==> config.mk <==
export PLATFORM = sky130hd
export DESIGN_NAME = bsu_merge8
export DESIGN_NICKNAME = d
export VERILOG_FILES = /design/src/rtl/bsu_merge8.sv
export SDC_FILE = /design/constraint.sdc
export NUM_CORES = 1
export LEC_CHECK = 0
export ABC_CLOCK_PERIOD_IN_PS = 5650
export BUFFER_PORTS_ARGS = -buffer_cell sky130_fd_sc_hd__clkbuf_2
export CORE_MARGIN = 3
export CORE_UTILIZATION = 55
export DETAILED_ROUTE_END_ITERATION = 10
export PLACE_DENSITY = 0.8
export SYNTH_ARGS = -nofsm -noshare
export SYNTH_HDL_FRONTEND = slang
export SYNTH_SLANG_ARGS = --single-unit
==> constraint.sdc <==
create_clock -name clk -period 5.65 [get_ports clk]
set_input_delay 1.13 -clock clk [delete_from_list [all_inputs] [get_ports clk]]
set_output_delay 1.13 -clock clk [all_outputs]
set_load 0.005 [all_outputs]
==> src/rtl/bsu_merge8.sv <==
`default_nettype none
// ============================================================================
// Module      : bsu_merge8
// Description : Second-level merge stage of the hybrid sorter. Buffers two
//               ascending 4-key groups (A then B) and streams their stable
//               8-key ascending merge, one key per output transfer.
//               Optional feature macro: MERGE_SORT_CHECK_EN (sticky check
//               that every accepted group is ascending).
// Revision    : 1.0 - initial release
// ============================================================================
module bsu_merge8 #(
    parameter int DW = 6
) (
    input  logic          clk,
    input  logic          rst_n,
    input  logic          in_valid,
    output logic          in_ready,
    input  logic [DW-1:0] in1,
    input  logic [DW-1:0] in2,
    input  logic [DW-1:0] in3,
    input  logic [DW-1:0] in4,
    output logic          out_valid,
    input  logic          out_ready,
    output logic [DW-1:0] out_data,
    output logic          out_src,
    output logic          out_last,
    output logic          busy,
    output logic          err_unsorted
);

    typedef enum logic [1:0] {
        ST_LOAD_A = 2'd0,
        ST_LOAD_B = 2'd1,
        ST_MERGE  = 2'd2
    } state_t;

    localparam logic [2:0] c_ptr_end = 3'd4;
    localparam logic [3:0] c_last_sum = 4'd7;

    state_t        r_state;
    state_t        w_next;
    logic [DW-1:0] r_a [4];
    logic [DW-1:0] r_b [4];
    logic [2:0]    r_ia;
    logic [2:0]    r_ib;

    logic [DW-1:0] w_a_key;
    logic [DW-1:0] w_b_key;
    logic          w_take_b;
    logic          w_last;
    logic [3:0]    w_sum;

    // Heads of both groups; an exhausted pointer (4) aliases entry 0 but the
    // selection below never picks that side, so the aliased value is unused.
    assign w_a_key = r_a[r_ia[1:0]];
    assign w_b_key = r_b[r_ib[1:0]];

    // Ties go to A, which keeps the merge stable.
    assign w_take_b = (r_ia == c_ptr_end) ? 1'b1 :
                      (r_ib == c_ptr_end) ? 1'b0 :
                      (w_a_key > w_b_key);

    assign w_sum  = {1'b0, r_ia} + {1'b0, r_ib};
    assign w_last = (w_sum == c_last_sum);

    // State register.
    always_ff @(posedge clk or negedge rst_n) begin
        if (!rst_n) begin
            r_state <= ST_LOAD_A;
        end else begin
            r_state <= w_next;
        end
    end

    // Next-state and handshake/output decode; outputs depend only on state,
    // pointers and buffered keys, never on in_* or out_ready.
    always_comb begin
        w_next    = r_state;
        in_ready  = 1'b0;
        out_valid = 1'b0;
        out_data  = '0;
        out_src   = 1'b0;
        out_last  = 1'b0;
        busy      = 1'b0;
        case (r_state)
            ST_LOAD_A: begin
                in_ready = 1'b1;
                if (in_valid) begin
                    w_next = ST_LOAD_B;
                end
            end
            ST_LOAD_B: begin
                in_ready = 1'b1;
                busy     = 1'b1;
                if (in_valid) begin
                    w_next = ST_MERGE;
                end
            end
            ST_MERGE: begin
                busy      = 1'b1;
                out_valid = 1'b1;
                out_data  = w_take_b ? w_b_key : w_a_key;
                out_src   = w_take_b;
                out_last  = w_last;
                if (out_ready && w_last) begin
                    w_next = ST_LOAD_A;
                end
            end
            default: begin
                w_next = ST_LOAD_A;
            end
        endcase
    end

    // Group capture and read-pointer advance; all hold under backpressure.
    always_ff @(posedge clk or negedge rst_n) begin
        if (!rst_n) begin
            for (int i = 0; i < 4; i++) begin
                r_a[i] <= '0;
                r_b[i] <= '0;
            end
            r_ia <= '0;
            r_ib <= '0;
        end else begin
            case (r_state)
                ST_LOAD_A: begin
                    if (in_valid) begin
                        r_a[0] <= in1;
                        r_a[1] <= in2;
                        r_a[2] <= in3;
                        r_a[3] <= in4;
                    end
                end
                ST_LOAD_B: begin
                    if (in_valid) begin
                        r_b[0] <= in1;
                        r_b[1] <= in2;
                        r_b[2] <= in3;
                        r_b[3] <= in4;
                        r_ia   <= '0;
                        r_ib   <= '0;
                    end
                end
                ST_MERGE: begin
                    if (out_ready) begin
                        if (w_take_b) begin
                            r_ib <= r_ib + 3'd1;
                        end else begin
                            r_ia <= r_ia + 3'd1;
                        end
                    end
                end
                default: begin
                end
            endcase
        end
    end

`ifdef MERGE_SORT_CHECK_EN
    logic r_err;
    logic w_unsorted;

    assign w_unsorted = (in1 > in2) || (in2 > in3) || (in3 > in4);

    // Sticky flag: set on the edge that accepts an out-of-order group.
    always_ff @(posedge clk or negedge rst_n) begin
        if (!rst_n) begin
            r_err <= 1'b0;
        end else if (in_valid && in_ready && w_unsorted) begin
            r_err <= 1'b1;
        end
    end

    assign err_unsorted = r_err;
`else
    assign err_unsorted = 1'b0;
`endif

endmodule
`default_nettype wire
# == After elaboration in Yosys (flattened, before gate mapping) ==
# Cells that the tools add are included.
# word_totals
register_bits,56
elab_cells,66
# classes
add_sub_neg,3
n_lt_le_gt_ge,3
eq_ne,11
n_mux,26
bitwise_logic,2
n_reduce_logical,10
# ops
operator,n
2-to-1 mux 6 bit,6
binary-select mux 6 bit (select 2 bit),2
2-to-1 mux 3 bit,5
"!= test 2 bit, second input constant",6
case mux 3 bit (2 select lines),2
AND reduction 4 bit,2
2-to-1 mux 1 bit,7
"adder 3 x 1 -> 3 bit, second input constant",2
"== test 3 bit, second input constant",2
"greater-or-equal comparator 3 bit, second input constant",2
> comparator 6 bit,1
2-to-1 mux 2 bit,3
inverter 2 -> 3 bit,2
case mux 2 bit (3 select lines),1
adder 3 x 3 -> 4 bit,1
"== test 4 x 3 -> 1 bit, second input constant",1
AND reduction 2 bit,2
OR reduction 2 bit,2
AND reduction 3 bit,1
"== test 2 x 1 -> 1 bit, second input constant",1
"== test 2 bit, second input constant",1
zero test 2 bit,1
nonzero test 2 bit,1
logical AND 1 bit,1

# == Logic depth before layout (Yosys ltp) ==
# Gate-level depths: netlist (run 1).
# depth
ltp_word,10
depth_mapped,10
depth_no_buf,8

# == Worst setup path after synthesis (run 1) ==
# Ideal clock, no wire load.
# synth_path
path_kind,register -> output
startpoint,register r_ia[0]
endpoint,output out_data[0]
arrival_ps,2564
path_slack_ps,1956
stages_incl_launch_ff,10
n_path_buf,2
cell_sequence,dfrtp_1 -> buf_2 -> mux4_2 -> ha_1 -> and4_4 -> a32o_2 -> a32oi_4 -> buf_6 -> mux2i_1 -> nor2_1
# synth_between
elab_chain_len,9
# synth_lines
item,line,rtl
from (decl),44,logic [2:0] r_ia;
from (signal assigned),149,r_ia <= r_ia + 3'd1;
inverter 2 -> 3 bit (implied by the code),55,assign w_a_key = r_a[r_ia[1:0]];
binary-select mux 6 bit (select 2 bit),55,
2-to-1 mux 6 bit (implied by the code) (2 in a row),55,
> comparator 6 bit,61,(w_a_key > w_b_key);
2-to-1 mux 1 bit,60,(r_ib == c_ptr_end) ? 1'b0 :
2-to-1 mux 1 bit,59,assign w_take_b = (r_ia == c_ptr_end) ? 1'b1 :
2-to-1 mux 6 bit (*),102,out_data = w_take_b ? w_b_key : w_a_key;
2-to-1 mux 6 bit (*),85,case (r_state)
to (decl),24,"output logic [DW-1:0] out_data,"
# Every way passes the cells marked *; elsewhere a longest branch is shown, timed or not. The select of a mux whose other input is x is not followed.

# == Final worst setup path (run 1) ==
# layout_path
startpoint,register r_ia[0]
endpoint,output out_data[2]
# The elaborated chain is that of the path after synthesis.

==> metrics.md, run 1 <==
| Metric | Value |
|---|---|
| GRT Util Overall | `0.190` |
| Min-Delay Startpoint | `r_a[6]` |
| Share of synthesized area occupied by flip-flops and latches | `0.468` |
| Final sum of negative setup slack | `0 ns` |
| Signed area change from the synthesized netlist to the final layout | `10.9%` |
| Number of pins with negative max-slew slack in the final report | `0` |
| Total iterations of the first detailed-routing run | `4` |
| Vertical extent of the die | `79.8 um` |
| Final critical-path required period | `4.60 ns` |
| Setup slack of the most critical reg-to-reg path | `2.33 ns` |
| Routed Antenna Nets | `0` |
| Kind of path behind the tightest hold check | `flip-flop to flip-flop` |
| Residual DRC count | `0` |
| Average size of a mapped cell | `13.7 um2` |
| Final nets | `299` |
| Setup slack at placement | `1.40 ns` |
| Average detailed-routed wire length per instance | `16.9 um` |
| Worst reg2reg path startpoint | `r_ia[0]` |
| Final design area excluding fillers | `3320 um2` |
| Max-cap violations | `0` |
| Timing-limited maximum frequency | `218 MHz` |
| Last weighted congestion value of the routability-driven placer | `0.846` |
| Hold-fix buffers at CTS | `0` |
| Placement row count | `26` |
| Synthesized-area fraction occupied by adder cells | `0.0736` |
| Fraction of synthesized area in multiplexers | `0.303` |
| Critical setup path kind | `flip-flop to primary output` |
| Primary FF master, synth | `sky130_fd_sc_hd__dfrtp_1` |
| Number of hold-slack violations in the final timing report | `0` |
| Synthesis Warnings | `0` |
| Compound-Gate Fraction of Synth Area | `0.0548` |
| Status | `finished, final reports clean` |
| Leakage power figure | `1.52 nW` |
| Xor and xnor fraction of the mapped netlist area | `0` |
| Half-perimeter wire length after detailed placement | `3.91 mm` |
| Detailed router's first-iteration violation count | `71` |
| Post-Route Utilization | `0.642` |
| Commonest non-fill, non-tap cells in the layout | `sky130_fd_sc_hd__dfrtp_1, sky130_fd_sc_hd__mux2_2, sky130_fd_sc_hd__clkbuf_2` |
| Total of endpoints with negative setup slack in the final report | `0` |
| Die Width | `79.8 um` |
| Antenna cell count | `0` |
| Most common cell after layout, fill and taps aside | `sky130_fd_sc_hd__dfrtp_1` |
| I/O pins | `40` |
| Starting density of the core | `0.579` |
| Wire length of the first global-routing pass | `9.25 mm` |
| Maximum number of pins on one net before global-route repair | `57` |
| Final non-filler cell total | `325` |
| Total Wirelength | `5.50 mm` |
| Top fanout value on the critical path | `15` |
| Main combinational cell family by area after synthesis | `multiplexers` |
| Ratio of final minimum period to clock period | `0.813` |
| Clock tree buffer depth | `2` |
| Placed Cells | `317` |
| Resized cells post-CTS | `0` |
| CTS tree | `built` |
| Post-CTS setup-driven buffer insertion count | `0` |
| Simple-Gate Fraction of Synth Area | `0.0581` |
| Worst Reg2Reg Path Length in Cells | `7` |
| CTS sink cnt | `56` |
| VDD IR max | `0.000302 V` |
| Number of distinct library cells after synthesis | `41` |
| Cell area power density | `600 nW/um2` |
| Clock latency on the worst-skew pair | `0.31 ns` |
| Data required time of the critical path | `4.52 ns` |
| Proportion of layout cells with a drive suffix above 1 | `0.463` |
| Clock root buffer | `sky130_fd_sc_hd__clkbuf_8` |
| Data arrival time of the critical path | `3.47 ns` |
| Grt total ovfl | `0` |
| Maximum level of the CTS H-tree | `2` |
| Category of the worst setup path launch point | `flip-flop` |
| Capture endpoint of the worst hold path | `r_a[6]` |
| Capture point of the worst reg-to-reg path | `r_ib[0]` |
| Fraction of registers with async set/reset | `1.00` |
| Total die area | `6360 um2` |
| Mapped Nets | `264` |
| Core box area | `5170 um2` |
| Number of synthesized flops with an enable pin | `0` |
| Via-per-instance ratio | `5.65` |
| Final critical-path setup slack | `1.05 ns` |
| Slew of the pin with the lowest slew margin | `1.10 ns` |
| Crit path capture type | `primary output` |
| Vias after detailed routing | `1837` |
| Normalized max-slew margin | `0.267` |
| Clock transition at the registers of the reported paths | `0.10 ns` |
| Cell area after placement | `3210 um2` |
| Gate Count Post-Synth | `219` |
| Antenna violations before repair | `0` |
| Crit path from | `r_ia[0]` |
| Port Buffers | `38` |
| Via count of the first global-routing pass | `1890` |
| Cell area after synthesis | `2990 um2` |
| RSZ-0062 raised after global routing | `no` |
| Max Clock Skew | `0.00788 ns` |
| Inserted Clock Buffers | `5` |
| Post-synthesis register bit count | `56` |
| Number of instances on the worst hold path | `1` |
[cell type report]
class	instances	area (um2)
fill	403	1850
inverter	14	52.6
clock buffer	5	68.8
multi-input combinational	138	1470
clock inverter	3	42.5
timing repair buffer	39	198
tap	70	87.6
sequential	56	1400
[worst max-delay path by stage]
stage                  endpoint  slack (ns)  cells after the start
finish              out_data[2]        1.05                      8
floorplan           out_data[0]        1.96                      9
global placement    out_data[2]        1.43                      8
CTS                 out_data[1]        1.03                      8
global route        out_data[0]        0.83                      8
detailed placement  out_data[0]        1.40                      8
[power breakdown]
group / internal [mW] / switching [mW] / leakage (nW)
sequential: 0.594 / 0.136 / 0.673
combinational: 0.538 / 0.460 / 0.794
clock: 0.131 / 0.131 / 0.0541
[layer usage]
metal  share of wire  GRT usage  vias up
met5               0          0        -
met4           0.010     0.0456        0
met3           0.037     0.0384        7
met2            0.48      0.314       29
met1            0.47      0.261      928
li1                -          -      873
[registers in the layout, indices dropped and copies added (netlist names)]
signal and flops:
r_a 24, r_ia 3, r_b 24, r_state 2
r_ib 3
[stage by stage]
stage	power [mW]	hold slack, ns
floorplan	1.52	0.474
global placement	1.70	0.482
detailed placement	1.74	0.490
CTS	2.00	0.511
global route	2.13	0.520
finish	1.99	0.510
[cell usage after synthesis, types with 2 or more instances]
cell | count | area share
sky130_fd_sc_hd__a31oi_1 | 2 | 0.0042
sky130_fd_sc_hd__and3_1 | 2 | 0.0042
sky130_fd_sc_hd__and3_2 | 2 | 0.0050
sky130_fd_sc_hd__buf_1 | 2 | 0.0025
sky130_fd_sc_hd__buf_2 | 2 | 0.0033
sky130_fd_sc_hd__clkbuf_1 | 4 | 0.0050
sky130_fd_sc_hd__dfrtp_1 | 56 | 0.47
sky130_fd_sc_hd__ha_1 | 16 | 0.067
sky130_fd_sc_hd__inv_1 | 14 | 0.018
sky130_fd_sc_hd__mux2_2 | 49 | 0.18
sky130_fd_sc_hd__mux2i_1 | 7 | 0.023
sky130_fd_sc_hd__mux4_2 | 12 | 0.090
sky130_fd_sc_hd__nand2_1 | 5 | 0.0063
sky130_fd_sc_hd__nand3_1 | 5 | 0.0084
sky130_fd_sc_hd__nor2_1 | 9 | 0.011
sky130_fd_sc_hd__nor2b_1 | 4 | 0.0084
sky130_fd_sc_hd__o21ai_0 | 2 | 0.0033
sky130_fd_sc_hd__o221ai_1 | 2 | 0.0059
sky130_fd_sc_hd__o32a_1 | 2 | 0.0067
[critical path, stage by stage, from the launching register on]
cell                       delay [ns]
sky130_fd_sc_hd__dfrtp_1         0.73
sky130_fd_sc_hd__mux4_2          0.60
sky130_fd_sc_hd__ha_1            0.36
sky130_fd_sc_hd__and4_4          0.21
sky130_fd_sc_hd__a32o_2          0.29
sky130_fd_sc_hd__a32oi_4         0.51
sky130_fd_sc_hd__mux2i_1         0.25
sky130_fd_sc_hd__nor2_1          0.07
sky130_fd_sc_hd__clkbuf_2        0.13
[cell families after synthesis]
group                    after synthesis
AO/OA/AOI/OAI                         18
adder cells (fa/ha/maj)               17
buffers and inverters                 25
flip-flops                            56
multiplexers                          69
other                                  1
AND/OR/NAND/NOR                       33
Note: power is estimated with default switching activity, not from simulation.
==> run 2, diff against run 1 <==
- ABC_AREA: not set -> 1
- ABC_CLOCK_PERIOD_IN_PS: 5650 -> 4100
- CORE_UTILIZATION: 55 -> 52
- PLACE_DENSITY: 0.8 -> 0.79
- clock period: 5.65 -> 4.1 ns (I/O delays scaled with it)
==> metrics.md, run 2 <==
| Metric | Value |
|---|---|
| Number of hold-slack violations in the final timing report | `0 (unchanged)` |
| Last weighted congestion value of the routability-driven placer | `0.907 (+7.3%)` |
| Final critical-path required period | `3.67 ns` |
| Vertical extent of the die | `82.0 um (+2.8%)` |
| Average detailed-routed wire length per instance | `14.2 um (-16%)` |
| Total die area | `6720 um2 (+5.7%)` |
| Starting density of the core | `0.542 (-0.0366)` |
| Post-Route Utilization | `0.600 (-0.0419)` |
| Category of the worst setup path launch point | `flip-flop` |
| CTS tree | `built` |
| Cell area after synthesis | `3000 um2 (+0.33%)` |
| Placed Cells | `467 (+47%)` |
| Cell taking the most area after synthesis | `sky130_fd_sc_hd__dfrtp_1` |
| Number of synthesized flops with an enable pin | `0 (unchanged)` |
| Final nets | `447 (+49%)` |
| Wire length of the first global-routing pass | `11.4 mm (+23%)` |
| Status | `finished, final reports clean` |
| Synthesis Warnings | `0 (unchanged)` |
| Final design area excluding fillers | `3320 um2 (+0.11%)` |
| Total iterations of the first detailed-routing run | `5 (+1)` |
| Inserted Clock Buffers | `5 (unchanged)` |
| Leading post-synthesis cells by cell area | `sky130_fd_sc_hd__dfrtp_1, sky130_fd_sc_hd__nand2_1, sky130_fd_sc_hd__o21ai_0, sky130_fd_sc_hd__ha_1, sky130_fd_sc_hd__inv_1` |
| Max-cap violations | `0 (unchanged)` |
| Kind of path behind the tightest hold check | `input port to async pin` |
| Final sum of negative setup slack | `0 ns (unchanged)` |
| RSZ-0062 raised after global routing | `no` |
| Post-CTS setup-driven buffer insertion count | `0 (unchanged)` |
| Signed area change from the synthesized netlist to the final layout | `10.7%` |
| Power consumption | `2.41 mW (+21%)` |
| VDD IR max | `0.000378 V (+25%)` |
| Via count of the first global-routing pass | `2409 (+27%)` |
| Vias after detailed routing | `2542 (+38%)` |
| Most frequent cell after synthesis | `sky130_fd_sc_hd__nand2_1` |
| Grt total ovfl | `0 (unchanged)` |
| Average size of a mapped cell | `8.12 um2 (-41%)` |
| Number of pins with negative max-slew slack in the final report | `0 (unchanged)` |
| Mapped Nets | `415 (+57%)` |
| Proportion of layout cells with a drive suffix above 1 | `0.161 (-0.301)` |
| Maximum level of the CTS H-tree | `2 (unchanged)` |
| Placement row count | `27 (+3.8%)` |
| Primary FF master, synth | `sky130_fd_sc_hd__dfrtp_1` |
| Top cell type's share of synthesized area | `0.467 (-0.00156)` |
| Top fanout value on the critical path | `16 (+1)` |
| Via-per-instance ratio | `5.35 (-5.3%)` |
| Clock transition at the registers of the reported paths | `0.10 ns (about the same)` |
| Routed Antenna Nets | `0 (unchanged)` |
| Most common cell after layout, fill and taps aside | `sky130_fd_sc_hd__nand2_1` |
| Leakage power figure | `1.78 nW (+17%)` |
| Antenna cell count | `0 (unchanged)` |
| Gate Count Post-Synth | `370 (+69%)` |
| Fraction of registers with async set/reset | `1.00 (unchanged)` |
| Post-synthesis register bit count | `56 (unchanged)` |
| Crit path capture type | `primary output` |
| Normalized max-slew margin | `0.596 (+0.329)` |
| I/O pins | `40 (unchanged)` |
| Total Wirelength | `6.74 mm (+22%)` |
| Residual DRC count | `0 (unchanged)` |
| Top flop regs | `r_a: 24 flops, r_b: 24 flops` |
| Critical setup path kind | `flip-flop to primary output` |
| Maximum number of pins on one net before global-route repair | `50 (-12%)` |
| Total of endpoints with negative setup slack in the final report | `0 (unchanged)` |
| Ratio of final minimum period to clock period | `0.895` |
| Timing-limited maximum frequency | `273 MHz` |
| Share of synthesized area occupied by flip-flops and latches | `0.467 (-0.00156)` |
| Clock root buffer | `sky130_fd_sc_hd__clkbuf_8` |
| Cell area after placement | `3220 um2 (+0.43%)` |
| Commonest cells in the synthesized netlist | `sky130_fd_sc_hd__nand2_1, sky130_fd_sc_hd__o21ai_0, sky130_fd_sc_hd__dfrtp_1` |
| Max Clock Skew | `0.00982 ns (+0.00194 ns)` |
| Slew of the pin with the lowest slew margin | `0.607 ns (-0.490 ns)` |
| CTS sink cnt | `56 (unchanged)` |
| Core box area | `5540 um2 (+7.1%)` |
| Detailed router's first-iteration violation count | `194 (+170%)` |
| Clock latency on the worst-skew pair | `0.31 ns (about the same)` |
| Commonest non-fill, non-tap cells in the layout | `sky130_fd_sc_hd__nand2_1, sky130_fd_sc_hd__o21ai_0, sky130_fd_sc_hd__dfrtp_1` |
| Number of distinct library cells after synthesis | `26 (-37%)` |
| Antenna violations before repair | `0 (unchanged)` |
| Data required time of the critical path | `3.28 ns (-1.24 ns)` |
| Die Width | `82.0 um (+2.8%)` |
| Data arrival time of the critical path | `2.85 ns (-0.62 ns)` |
| Cell area power density | `725 nW/um2 (+21%)` |
| Half-perimeter wire length after detailed placement | `4.91 mm (+26%)` |
| Port Buffers | `38 (unchanged)` |
| Final non-filler cell total | `475 (+46%)` |
| GRT Util Overall | `0.225 (+0.0346)` |
| Clock tree buffer depth | `2 (unchanged)` |
[run 2: kinds of logic (layout without fill, tap and decap cells)]
logic type | count (synthesis) | count (layout) | share of synthesized area
and+or+nand+nor | 141 | 141 | 0.185
AOI/OAI and AO/OA | 91 | 91 | 0.180
buffers and inverters | 62 | 95 | 0.0879
DFF | 56 | 56 | 0.467
adders and majority gates | 17 | 17 | 0.0733
xor gates and xnor gates | 2 | 2 | 0.00583
other | 1 | 1 | 0.00125
[run 2: report_power, final]
group	switching (mW)	internal [mW]	total, mW
clock	0.180	0.139	0.319
combinational	0.720	0.421	1.14
sequential	0.157	0.793	0.950
[run 2: worst paths after layout]
| path | start | endpoint | slack [ns] | cells after the start |
|---|---|---|---|---|
| max | r_ib[0] | out_data[1] | 0.43 | 12 |
| max reg2reg | r_ib[0] | r_ia[1] | 1.55 | 14 |
| max in group asynchronous | rst_n | r_b[15] | 2.74 | 2 |
| min reg2reg | r_a[15] | r_a[15] | 0.49 | 2 |
| min in group clk | r_a[15] | r_a[15] | 0.49 | 2 |
| min | rst_n | r_b[5] | 0.49 | 1 |
[run 2: area by class of cell]
type                    count  area (um2)
multi-input cells         252        1340
fillers                   511        2220
clock buffers               6        82.6
clock inverters             2        13.8
flip-flops and latches     56        1400
repair buffers             43         228
well taps                  72        90.1
inverters                  44         169
[run 2: metrics by stage]
step                hold WS (ns)  worst slack (ns)
global placement           0.468             0.710
floorplan                  0.448              1.27
detailed placement         0.473             0.640
finish                     0.492             0.432
global route               0.521             0.168
CTS                        0.496             0.268
[run 2: worst max-delay path, cell delays in order (launching register included)]
cell and delay, ns:
sky130_fd_sc_hd__dfrtp_2 0.56, sky130_fd_sc_hd__clkinvlp_4 0.31, sky130_fd_sc_hd__nand2_1 0.13, sky130_fd_sc_hd__a32o_1 0.22, sky130_fd_sc_hd__ha_1 0.24, sky130_fd_sc_hd__nand2_1 0.11, sky130_fd_sc_hd__nor2_2 0.06, sky130_fd_sc_hd__a21boi_1 0.15
sky130_fd_sc_hd__nand2_2 0.08, sky130_fd_sc_hd__nand2_2 0.08, sky130_fd_sc_hd__nand2_2 0.19, sky130_fd_sc_hd__o21ai_2 0.23, sky130_fd_sc_hd__clkbuf_2 0.14
[run 2: what timing repair did]
item | in CTS | in global routing
hold buffers | 0 | 0
gates resized for setup | 0 | 2
endpoints found under the setup margin | 0 | 5
[run 2: layer usage]
metal,GRT usage,wire (um)
met1,0.295,2910
met2,0.379,3340
met3,0.0406,363
met4,0.0681,123
met5,0,0
==> run 3, diff against run 2 <==
- ABC_AREA: 1 -> not set
- CAP_MARGIN: not set -> 20
==> metrics.md, run 3 (synthesis gave the netlist of run 1 again) <==
| Metric | Value |
|---|---|
| Status | `finished, final reports clean` |
| Proportion of layout cells with a drive suffix above 1 | `0.489 (+0.327)` |
| Top flop regs | `r_a: 24 flops, r_b: 24 flops` |
| Via-per-instance ratio | `5.70 (+6.5%)` |
| Port Buffers | `38 (unchanged)` |
| Number of hold-slack violations in the final timing report | `0 (unchanged)` |
| RSZ-0062 raised after global routing | `no` |
| Top fanout value on the critical path | `10 (-6)` |
| Clock root buffer | `sky130_fd_sc_hd__clkbuf_8` |
| Ratio of final minimum period to clock period | `0.952 (+0.0577)` |
| Cell area power density | `851 nW/um2 (+17%)` |
| Vertical extent of the die | `81.9 um (-0.15%)` |
| Via count of the first global-routing pass | `1938 (-20%)` |
| Clock tree buffer depth | `2 (unchanged)` |
| Final critical-path required period | `3.90 ns (+0.236 ns)` |
| Data required time of the critical path | `3.28 ns (about the same)` |
| Antenna violations before repair | `0 (unchanged)` |
| Worst Reg2Reg Path Length in Cells | `9 (-5)` |
| Die Width | `81.9 um (-0.15%)` |
| CTS tree | `built` |
| Leakage power figure | `1.55 nW (-13%)` |
| Setup slack at placement | `0.231 ns (-0.409 ns)` |
| Half-perimeter wire length after detailed placement | `4.09 mm (-17%)` |
| Total iterations of the first detailed-routing run | `4 (-1)` |
| Setup slack of the most critical reg-to-reg path | `1.12 ns (-0.43 ns)` |
| Crit path from | `r_ia[0]` |
| Total of endpoints with negative setup slack in the final report | `0 (unchanged)` |
| Residual DRC count | `0 (unchanged)` |
| Signed area change from the synthesized netlist to the final layout | `12.5%` |
| Crit path capture type | `primary output` |
| Average detailed-routed wire length per instance | `17.2 um (+21%)` |
| Final non-filler cell total | `332 (-30%)` |
| Normalized max-slew margin | `0.286 (-0.310)` |
| Placed Cells | `318 (-32%)` |
| Most common cell after layout, fill and taps aside | `sky130_fd_sc_hd__dfrtp_1` |
| Slew of the pin with the lowest slew margin | `1.07 ns (+0.462 ns)` |
| Final design area excluding fillers | `3370 um2 (+1.4%)` |
| Worst reg2reg path startpoint | `r_ia[0]` |
| CTS sink cnt | `56 (unchanged)` |
| Vias after detailed routing | `1893 (-26%)` |
| Critical setup path kind | `flip-flop to primary output` |
| Clock latency on the worst-skew pair | `0.31 ns (about the same)` |
| Hold-fix buffers at CTS | `0 (unchanged)` |
| Starting density of the core | `0.561 (+0.0190)` |
| Number of pins with negative max-slew slack in the final report | `0 (unchanged)` |
| Maximum number of pins on one net before global-route repair | `35 (-30%)` |
| Timing-limited maximum frequency | `256 MHz (-6.1%)` |
| Max-cap violations | `0 (unchanged)` |
| Kind of path behind the tightest hold check | `input port to async pin` |
| Clock transition at the registers of the reported paths | `0.10 ns (about the same)` |
| Total die area | `6700 um2 (-0.30%)` |
| Final sum of negative setup slack | `0 ns (unchanged)` |
| Wire length of the first global-routing pass | `9.65 mm (-15%)` |
| Detailed router's first-iteration violation count | `59 (-70%)` |
| VDD IR max | `0.000520 V (+37%)` |
| Antenna cell count | `0 (unchanged)` |
| Capture point of the worst reg-to-reg path | `r_ib[2]` |
| Data arrival time of the critical path | `3.08 ns (+0.23 ns)` |
| Power consumption | `2.87 mW (+19%)` |
| Category of the worst setup path launch point | `flip-flop` |
| Commonest non-fill, non-tap cells in the layout | `sky130_fd_sc_hd__dfrtp_1, sky130_fd_sc_hd__mux2_2, sky130_fd_sc_hd__clkbuf_2` |
| Cell area after placement | `3220 um2 (-0.19%)` |
| Final nets | `306 (-32%)` |
| Final critical-path setup slack | `0.196 ns (-0.236 ns)` |
| Worst Setup EP | `out_data[4]` |
| Grt total ovfl | `0 (unchanged)` |
| Total Wirelength | `5.72 mm (-15%)` |
| Inserted Clock Buffers | `5 (unchanged)` |
| Max Clock Skew | `0.00594 ns (-0.00388 ns)` |
| GRT Util Overall | `0.192 (-0.0324)` |
| Number of filler cells placed in the layout | `426 (-17%)` |
| Last weighted congestion value of the routability-driven placer | `0.846 (-6.7%)` |
| Core box area | `5340 um2 (-3.7%)` |
| Placement row count | `26 (-3.7%)` |
| Routed Antenna Nets | `0 (unchanged)` |
| I/O pins | `40 (unchanged)` |
| Maximum level of the CTS H-tree | `2 (unchanged)` |
[run 3: worst min-delay path by stage]
stage | from | slack (ns) | depth (start not counted) | endpoint
floorplan | r_b[6] | 0.47 | 1 | r_b[6]
global placement | r_b[13] | 0.48 | 1 | r_b[13]
detailed placement | r_b[7] | 0.49 | 1 | r_b[7]
CTS | rst_n | 0.50 | 1 | r_b[4]
global route | rst_n | 0.52 | 1 | r_b[4]
finish | rst_n | 0.49 | 1 | r_b[4]
[run 3: layout make-up]
type	count	area (um2)	area share
clock buffer	6	82.6	0.0245
clock inverter	2	13.8	0.00409
inverter	14	52.6	0.0156
multi-input combinational	138	1470	0.436
sequential	56	1410	0.417
tap	70	87.6	0.0260
timing repair buffer	46	258	0.0765
[run 3: through the flow]
stage | utilization | hold WS (ns)
2_1_floorplan | - | 0.474
3_3_place_gp | 0.603 | 0.484
3_5_place_dp | 0.603 | 0.490
4_1_cts | 0.621 | 0.504
5_1_grt | 0.631 | 0.519
6_report | 0.631 | 0.493
[run 3: per-layer routing]
metal,global-route usage,up-vias,routed length (um),part of all wire
met2,0.316,45,2770,0.48
li1,-,884,-,-
met5,0,-,0,0
met1,0.259,953,2550,0.45
met3,0.0362,11,296,0.052
met4,0.0615,0,108,0.019
[run 3: where the power goes]
part / internal (mW) / switching [mW]
combinational: 0.868 / 0.675
sequential: 0.820 / 0.183
clock: 0.139 / 0.180
[run 3: what timing repair did]
item                       4_1_cts  5_1_grt
pin swaps                        0        1
gates cloned                     0        0
buffers inserted                 0        5
gates resized for setup          2        1
setup endpoints to repair        6        7
[run 3: critical path, cell delays in order, from the launching register on]
cell	delay (ns)
sky130_fd_sc_hd__dfrtp_2	0.55
sky130_fd_sc_hd__mux4_2	0.56
sky130_fd_sc_hd__ha_1	0.37
sky130_fd_sc_hd__and4_4	0.22
sky130_fd_sc_hd__a32o_2	0.29
sky130_fd_sc_hd__a32oi_4	0.22
sky130_fd_sc_hd__buf_4	0.19
sky130_fd_sc_hd__mux2i_1	0.18
sky130_fd_sc_hd__nor2_1	0.07
sky130_fd_sc_hd__clkbuf_2	0.12
